### src/rtl/vec_seq_pkg.sv
// Shared definitions for the vector sequencing controller: FSM states,
// vtype field positions, SEW/LMUL encodings and beat geometry.
package vec_seq_pkg;

    localparam int XLEN_DEF      = 32;
    localparam int VLEN_DEF      = 512;
    localparam int LANE_W_DEF    = 128;
    localparam int BEATS_PER_REG = VLEN_DEF / LANE_W_DEF;
    localparam int VLMAX_ABS     = VLEN_DEF * 8 / 8;

    localparam int VLMUL_LSB = 0;
    localparam int VLMUL_MSB = 2;
    localparam int VSEW_LSB  = 3;
    localparam int VSEW_MSB  = 5;
    localparam int VTA_BIT   = 6;
    localparam int VMA_BIT   = 7;
    localparam int VILL_BIT  = XLEN_DEF - 1;

    typedef enum logic [1:0] {
        ST_IDLE = 2'd0,
        ST_CONF = 2'd1,
        ST_WB   = 2'd2,
        ST_EXEC = 2'd3
    } seq_state_t;

    typedef enum logic [2:0] {
        SEW_8  = 3'b000,
        SEW_16 = 3'b001,
        SEW_32 = 3'b010
    } vsew_t;

    typedef enum logic [2:0] {
        LMUL_1 = 3'b000,
        LMUL_2 = 3'b001,
        LMUL_4 = 3'b010,
        LMUL_8 = 3'b011
    } vlmul_t;

    function automatic logic sew_legal(input logic [2:0] sew);
        return sew <= SEW_32;
    endfunction

    function automatic logic lmul_legal(input logic [2:0] lmul);
        return lmul <= LMUL_8;
    endfunction

endpackage

### src/rtl/vec_vlmax_calc.sv
// Combinational vtype check: flags unsupported SEW/LMUL or nonzero reserved
// bits as vill, otherwise returns VLMAX = VLEN*LMUL/SEW.
// The vill bit of the requested vtype is not an input; legality is decided
// purely from the other fields.
module vec_vlmax_calc
    import vec_seq_pkg::*;
#(
    parameter int XLEN = 32,
    parameter int VLEN = 512
) (
    input  logic [XLEN-2:0] vtype,
    output logic [XLEN-1:0] vlmax,
    output logic            vill
);

    logic [2:0] vlmul;
    logic [2:0] vsew;

    assign vlmul = vtype[VLMUL_MSB:VLMUL_LSB];
    assign vsew  = vtype[VSEW_MSB:VSEW_LSB];

    // Legal settings scale VLEN up by LMUL and down by SEW; anything else is vill with VLMAX 0
    always_comb begin
        vill  = 1'b1;
        vlmax = '0;
        if (lmul_legal(vlmul) && sew_legal(vsew) && (vtype[XLEN-2:VMA_BIT+1] == '0)) begin
            vill  = 1'b0;
            vlmax = (XLEN'(VLEN) << vlmul[1:0]) >> (vsew + 3'd3);
        end
    end

endmodule

### src/rtl/vec_seq_ctrl.sv
// Vector sequencing controller: owns vl/vtype, executes vset{i}vl{i} with a
// vl writeback handshake, and slices arithmetic ops into LANE_W-bit beats
// walking the register group.
// Build option: define VEC_SEQ_PERF_EN to enable the perf_beats/perf_stalls
// counters; without it both ports are tied to zero.
module vec_seq_ctrl
    import vec_seq_pkg::*;
#(
    parameter int XLEN   = 32,
    parameter int VLEN   = 512,
    parameter int LANE_W = 128
) (
    input  logic                        clk,
    input  logic                        n_rst,
    input  logic                        inst_valid,
    output logic                        inst_ready,
    input  logic                        is_conf,
    input  logic [XLEN-1:0]             avl_i,
    input  logic [XLEN-1:0]             vtype_i,
    input  logic                        rs1_x0,
    input  logic                        rd_x0,
    input  logic [4:0]                  vd_i,
    input  logic [4:0]                  vs1_i,
    input  logic [4:0]                  vs2_i,
    output logic [XLEN-1:0]             vl_o,
    output logic [XLEN-1:0]             vtype_o,
    output logic                        wb_valid,
    input  logic                        wb_ready,
    output logic [XLEN-1:0]             wb_data,
    output logic                        beat_valid,
    input  logic                        beat_ready,
    output logic [4:0]                  beat_vd,
    output logic [4:0]                  beat_vs1,
    output logic [4:0]                  beat_vs2,
    output logic [1:0]                  beat_sub,
    output logic [$clog2(LANE_W/8):0]   beat_elems,
    output logic [2:0]                  beat_sew,
    output logic                        inst_done,
    output logic                        illegal,
    output logic [31:0]                 perf_beats,
    output logic [31:0]                 perf_stalls
);

    localparam int BPR       = VLEN / LANE_W;
    localparam int LANE_LOG2 = $clog2(LANE_W);
    localparam int ELEM_W    = $clog2(LANE_W/8) + 1;
    localparam int CNT_W     = 8;

    seq_state_t        state;
    logic [XLEN-1:0]   vl_q;
    logic [XLEN-1:0]   vtype_q;
    logic [XLEN-1:0]   avl_q;
    logic [XLEN-2:0]   req_vtype_q;
    logic              rs1_x0_q;
    logic              rd_x0_q;
    logic [4:0]        vd_q;
    logic [4:0]        vs1_q;
    logic [4:0]        vs2_q;
    logic [CNT_W-1:0]  beat_cnt;
    logic              beat_last;

    logic [XLEN-1:0]   conf_vlmax;
    logic              conf_vill;
    logic [XLEN-1:0]   conf_vl;

    logic [2:0]        epb_shift;
    logic [XLEN-1:0]   epb;
    logic [XLEN-1:0]   total_beats;
    logic [CNT_W-1:0]  nb;
    logic [4:0]        base_vd;
    logic [4:0]        base_vs1;
    logic [4:0]        base_vs2;
    logic [4:0]        nb_vd;
    logic [4:0]        nb_vs1;
    logic [4:0]        nb_vs2;
    logic [1:0]        nb_sub;
    logic [ELEM_W-1:0] nb_elems;
    logic              nb_last;
    logic              req_vill_unused;

    // The requested vill bit carries no meaning; legality comes from the other fields
    assign req_vill_unused = vtype_i[XLEN-1];

    assign inst_ready = (state == ST_IDLE);
    assign vl_o       = vl_q;
    assign vtype_o    = vtype_q;
    assign wb_data    = vl_q;
    assign beat_sew   = vtype_q[VSEW_MSB:VSEW_LSB];

    vec_vlmax_calc #(
        .XLEN (XLEN),
        .VLEN (VLEN)
    ) u_vlmax_calc (
        .vtype (req_vtype_q),
        .vlmax (conf_vlmax),
        .vill  (conf_vill)
    );

    // New vl for a configuration op: illegal clears it, x0 forms pick VLMAX or keep vl, else clamp AVL
    always_comb begin
        conf_vl = '0;
        if (conf_vill) begin
            conf_vl = '0;
        end else if (rs1_x0_q && !rd_x0_q) begin
            conf_vl = conf_vlmax;
        end else if (rs1_x0_q && rd_x0_q) begin
            conf_vl = vl_q;
        end else if (avl_q < conf_vlmax) begin
            conf_vl = avl_q;
        end else begin
            conf_vl = conf_vlmax;
        end
    end

    // Fields of the beat that will be presented next: beat 0 at acceptance, beat_cnt+1 while executing
    always_comb begin
        epb_shift   = 3'(LANE_LOG2 - 3) - beat_sew;
        epb         = XLEN'(1) << epb_shift;
        total_beats = (vl_q + epb - XLEN'(1)) >> epb_shift;
        if (state == ST_EXEC) begin
            nb       = beat_cnt + CNT_W'(1);
            base_vd  = vd_q;
            base_vs1 = vs1_q;
            base_vs2 = vs2_q;
        end else begin
            nb       = '0;
            base_vd  = vd_i;
            base_vs1 = vs1_i;
            base_vs2 = vs2_i;
        end
        nb_vd    = base_vd  + 5'(nb / BPR);
        nb_vs1   = base_vs1 + 5'(nb / BPR);
        nb_vs2   = base_vs2 + 5'(nb / BPR);
        nb_sub   = 2'(nb % BPR);
        nb_last  = ((XLEN'(nb) + XLEN'(1)) == total_beats);
        nb_elems = nb_last ? ELEM_W'(vl_q - (XLEN'(nb) << epb_shift)) : ELEM_W'(epb);
    end

    // Main sequencer: instruction intake, configuration update, vl writeback and beat walking
    always_ff @(posedge clk) begin
        if (!n_rst) begin
            state       <= ST_IDLE;
            vl_q        <= '0;
            vtype_q     <= {1'b1, {(XLEN-1){1'b0}}};
            avl_q       <= '0;
            req_vtype_q <= '0;
            rs1_x0_q    <= 1'b0;
            rd_x0_q     <= 1'b0;
            vd_q        <= '0;
            vs1_q       <= '0;
            vs2_q       <= '0;
            wb_valid    <= 1'b0;
            beat_valid  <= 1'b0;
            beat_cnt    <= '0;
            beat_last   <= 1'b0;
            beat_vd     <= '0;
            beat_vs1    <= '0;
            beat_vs2    <= '0;
            beat_sub    <= '0;
            beat_elems  <= '0;
            inst_done   <= 1'b0;
            illegal     <= 1'b0;
        end else begin
            inst_done <= 1'b0;
            illegal   <= 1'b0;
            case (state)
                ST_IDLE: begin
                    if (inst_valid) begin
                        avl_q       <= avl_i;
                        req_vtype_q <= vtype_i[XLEN-2:0];
                        rs1_x0_q    <= rs1_x0;
                        rd_x0_q     <= rd_x0;
                        vd_q        <= vd_i;
                        vs1_q       <= vs1_i;
                        vs2_q       <= vs2_i;
                        if (is_conf) begin
                            state <= ST_CONF;
                        end else if (vtype_q[XLEN-1] || (vl_q == '0)) begin
                            inst_done <= 1'b1;
                            illegal   <= vtype_q[XLEN-1];
                        end else begin
                            state      <= ST_EXEC;
                            beat_valid <= 1'b1;
                            beat_cnt   <= nb;
                            beat_last  <= nb_last;
                            beat_vd    <= nb_vd;
                            beat_vs1   <= nb_vs1;
                            beat_vs2   <= nb_vs2;
                            beat_sub   <= nb_sub;
                            beat_elems <= nb_elems;
                        end
                    end
                end
                ST_CONF: begin
                    vl_q     <= conf_vl;
                    vtype_q  <= conf_vill ? {1'b1, {(XLEN-1){1'b0}}} : {1'b0, req_vtype_q};
                    wb_valid <= 1'b1;
                    state    <= ST_WB;
                end
                ST_WB: begin
                    if (wb_ready) begin
                        wb_valid  <= 1'b0;
                        inst_done <= 1'b1;
                        state     <= ST_IDLE;
                    end
                end
                ST_EXEC: begin
                    if (beat_ready) begin
                        if (beat_last) begin
                            beat_valid <= 1'b0;
                            inst_done  <= 1'b1;
                            state      <= ST_IDLE;
                        end else begin
                            beat_cnt   <= nb;
                            beat_last  <= nb_last;
                            beat_vd    <= nb_vd;
                            beat_vs1   <= nb_vs1;
                            beat_vs2   <= nb_vs2;
                            beat_sub   <= nb_sub;
                            beat_elems <= nb_elems;
                        end
                    end
                end
                default: state <= ST_IDLE;
            endcase
        end
    end

`ifdef VEC_SEQ_PERF_EN
    // Count accepted beats and cycles the datapath held a presented beat back
    always_ff @(posedge clk) begin
        if (!n_rst) begin
            perf_beats  <= '0;
            perf_stalls <= '0;
        end else begin
            if (beat_valid && beat_ready) begin
                perf_beats <= perf_beats + 32'd1;
            end
            if (beat_valid && !beat_ready) begin
                perf_stalls <= perf_stalls + 32'd1;
            end
        end
    end
`else
    assign perf_beats  = '0;
    assign perf_stalls = '0;
`endif

endmodule

### config.mk
export PLATFORM = sky130hd
export DESIGN_NAME = vec_seq_ctrl
export DESIGN_NICKNAME = d
export VERILOG_FILES = /design/src/rtl/vec_seq_pkg.sv /design/src/rtl/vec_vlmax_calc.sv /design/src/rtl/vec_seq_ctrl.sv
export SDC_FILE = /design/constraint.sdc
export NUM_CORES = 1
export LEC_CHECK = 0
export CORE_MARGIN = 2
export CORE_UTILIZATION = 50
export DETAILED_ROUTE_END_ITERATION = 10
export PLACE_DENSITY = 0.8
export RECOVER_POWER = 25
export SYNTH_ARGS = -nofsm -noshare
export SYNTH_HDL_FRONTEND = slang
export SYNTH_SLANG_ARGS = --single-unit
### constraint.sdc
create_clock -name clk -period 6.9 [get_ports clk]
set_input_delay 1.38 -clock clk [delete_from_list [all_inputs] [get_ports clk]]
set_output_delay 1.38 -clock clk [all_outputs]
set_load 0.02 [all_outputs]
==> results by group <==
STA
  – Worst slew pin tran: 2.87 ns
  – Final hold violations: 0
  – Hold Slack: 0.464 ns
  – Setup TNS: 0 ns
  – Unrepaired setup endpoints after global routing: false
  – Max Fclk: 169 MHz
  – Clk_skew: 0.0176 ns
  – Slew Viols, Final: 79
  – Period utilisation layout: 85.9%
  – Slew headroom: -91.2%
  – Setup violators final: 0
  – Min cycle time layout: 5.93 ns

Synthesis
  – Yosys top cell area share: 28.1%
  – Top cells by area, synth: dfxtp_1 (28%), ha_1 (8.4%), nand2_1 (8.3%)
  – Mean area per synthesized cell: 7.89 µm²
  – Leading area contributor after synthesis: dfxtp_1
  – Synthesized area: 12700 µm²
  – Asr flop ratio synth: 0%
  – Synthesized instance count: 1614
  – Synth unique cells: 88
  – Synthesis Warnings: 0
  – Main synth FF type: dfxtp_1
  – Number of flops mapped to enable cells by yosys: 0
  – Seq/Total Area, Yosys: 28.1%
  – Flops & latches, synth: 179

Worst setup path
  – Crit path kind: register to register
  – Crit path max fanout: 24
  – Setup crit end kind: register
  – Critical path arrival: 6.25 ns
  – CP startpoint kind: register
  – WP data required: 7.23 ns

Finish
  – N_diodes: 0
  – Final Cell Area: 15200 µm²
  – Nets@finish: 1917
  – Area growth from synthesis to layout: 19.1%
  – Layout cells sized above 1: 5.77%
  – Non-filler cells, final: 2081
  – Most frequent cells in the layout: nand2_1 (280), clkdlybuf4s50_1 (198), dfxtp_1 (179), a21boi_0 (109), ha_1 (86)
  – Most common cell after layout, fill and taps aside: nand2_1

Floorplan
  – Initial Util: 50.7%
  – Chip Height: 164 µm
  – DIE AREA: 26800 µm²
  – Core footprint: 25100 µm²
  – # IOs: 277
  – Row count: 58
  – Die width: 164 µm

Clocking
  – TritonCTS clock tree: done
  – Clk buf depth: 2
  – Root buffer cell: clkbuf_16
  – Worst-path clk slew: 0.07 ns
  – Buffer count from post-CTS setup fixing: 0
  – Post-cts resize count: 0
  – CTS HTree Levels: 4
  – Hold Buf Count CTS: 0
  – CTS sink count: 179
  – Skew-Pair Late Insertion Delay: 0.44 ns
  – Cts bufs inserted: 17

Flow run
  – Number of max-cap violations: 1

Power
  – Power per standard cell area: 170 nW/µm²
  – Total power: 2570 µW
  – Sw Ratio: 27.3%
  – Power share of the combinational group: 15.6%
  – Leakage: 0.00624 µW
  – NetSw: 702 µW
  – Clk network pwr share: 40.8%
  – Internal power: 1870 µW
  – VDD IR-drop max: 171 µV
  – Flop pwr share: 43.6%

Outcome
  – Outcome: finished with violations
  – Violated checks: capacitance limit, slew limit

Detailed routing
  – DRT iter0 DRCs: 984
  – Detailed-route via count: 11900
  – WL final: 36.3 mm
  – Routed Antenna Nets: 0
  – Drt wl/cell: 17.5 µm
  – DR pass1 iterations: 6
  – Vias/cell: 5.70
  – Residual DRC: 0

Global route
  – First-pass GRT wire length: 58.0 mm
  – Largest net degree at the start of global routing: 90
  – Grt met3 use: 4.62%
  – Vias in the first global route: 11200
  – Total GRT Usage: 26.9%
  – GRT busiest layer: met2
  – Initial antenna violation count: 0
  – Met2 GRT Util: 45.9%
  – GRT overflow: 0
  – Met1 usage in global routing: 34.7%

Place
  – Placed Instance Area: 14500 µm²
  – I/O Buffers: 211
  – Final RePlAce weighted congestion: 0.917
  – DP HPWL: 27.5 mm
  – Placed Instances: 2050

Hold path
  – Min-delay worst type: register to register
power groups by stage:
stage          clock network [µW]  logic (µW)  registers [µW]
2_1_floorplan                   0         303            1130
3_3_place_gp                    0         387            1140
3_5_place_dp                    0         395            1140
4_1_cts                      1060         398            1120
5_1_grt                      1110         447            1130
6_report                     1050         401            1120
per-layer routing:
layer  up-vias  share of wire [%]
met1      5557                 43
li1       5796                  -
met4         0                2.3
met3        65                6.5
met5         -                  0
met2       439                 48
synth_stat cells, drive strengths merged (8+ instances only):
| cell type | instances |
|---|---|
| a21boi | 112 |
| xor2 | 13 |
| nor3 | 27 |
| inv | 76 |
| a211oi | 13 |
| a21o | 21 |
| nor4 | 22 |
| o21ai | 58 |
| clkbuf | 67 |
| nand4 | 16 |
| mux2i | 8 |
| xnor2 | 35 |
| o211ai | 13 |
| ha | 86 |
| nor2b | 16 |
| o21a | 17 |
| and3 | 53 |
| buf | 114 |
| nand2 | 282 |
| mux2 | 18 |
| or4 | 11 |
| nand3 | 32 |
| nor2 | 68 |
| a21oi | 70 |
| or3 | 8 |
| a31oi | 13 |
| dfxtp | 179 |
| o211a | 8 |
| and2 | 16 |
| nand2b | 16 |
final timing paths:
path	startpoint	end	slack, ns	depth (start not counted)
max reg2reg	vtype_o[3]	beat_elems[1]	0.97	22
max	vtype_o[3]	beat_elems[1]	0.97	22
min reg2reg	beat_vs2[0]	beat_vs2[0]	0.46	2
min	beat_vs2[0]	beat_vs2[0]	0.46	2
kinds of logic (layout without fill, tap and decap cells):
logic type,after synthesis,count (layout),share of synthesized area [%]
and+or+nand+nor,599,599,22.9
DFF,179,179,28.1
other,1,64,0.0294
muxes,30,30,2.96
AOI/OAI and AO/OA,409,409,22.8
xor gates and xnor gates,48,48,3.30
buffers and inverters,257,331,10.6
adders and majority gates,91,91,9.23
flip-flops by register name, summed over array words and instances, names as in the netlist, 2 cells and up:
signal,flops
vs1_q,5
vl_o,32
state,2
vtype_o,32
beat_vs1,5
beat_cnt,7
avl_q,32
beat_vd,5
beat_vs2,5
req_vtype_q,31
beat_elems,5
vs2_q,5
vd_q,5
through the flow:
| stage | setup slack, ns | utilization [%] |
|---|---|---|
| floorplan | 0.899 | - |
| global placement | 1.20 | 57.9 |
| detailed placement | 1.13 | 57.9 |
| CTS | 1.14 | 60.5 |
| global route | 0.640 | 60.4 |
| finish | 0.974 | 60.4 |
final cells by class:
cell class	instances	area [µm²]
multi-input combinational	1241	8050
sequential	179	3580
fill	2260	9930
timing repair buffer	224	2200
clock buffer	19	453
inverter	76	285
tap	330	413
clock inverter	12	191
critical path: stages, from the launching register on:
cell      delay (ns)
dfxtp_1         0.33
inv_1           0.05
buf_4           0.20
ha_1            0.26
xnor2_1         0.23
buf_4           0.30
nand2_1         0.12
ha_1            0.19
inv_1           0.05
ha_1            0.15
inv_1           0.05
fa_1            0.39
nand2b_1        0.20
a21bo_2         0.28
a211oi_1        0.52
o21ai_1         0.23
o211a_1         0.28
xor2_1          0.16
o41ai_1         0.58
nand2_1         0.14
nor3_1          0.63
a31oi_1         0.22
o31a_1          0.28
No activity file was read; power rests on OpenSTA's default activity.
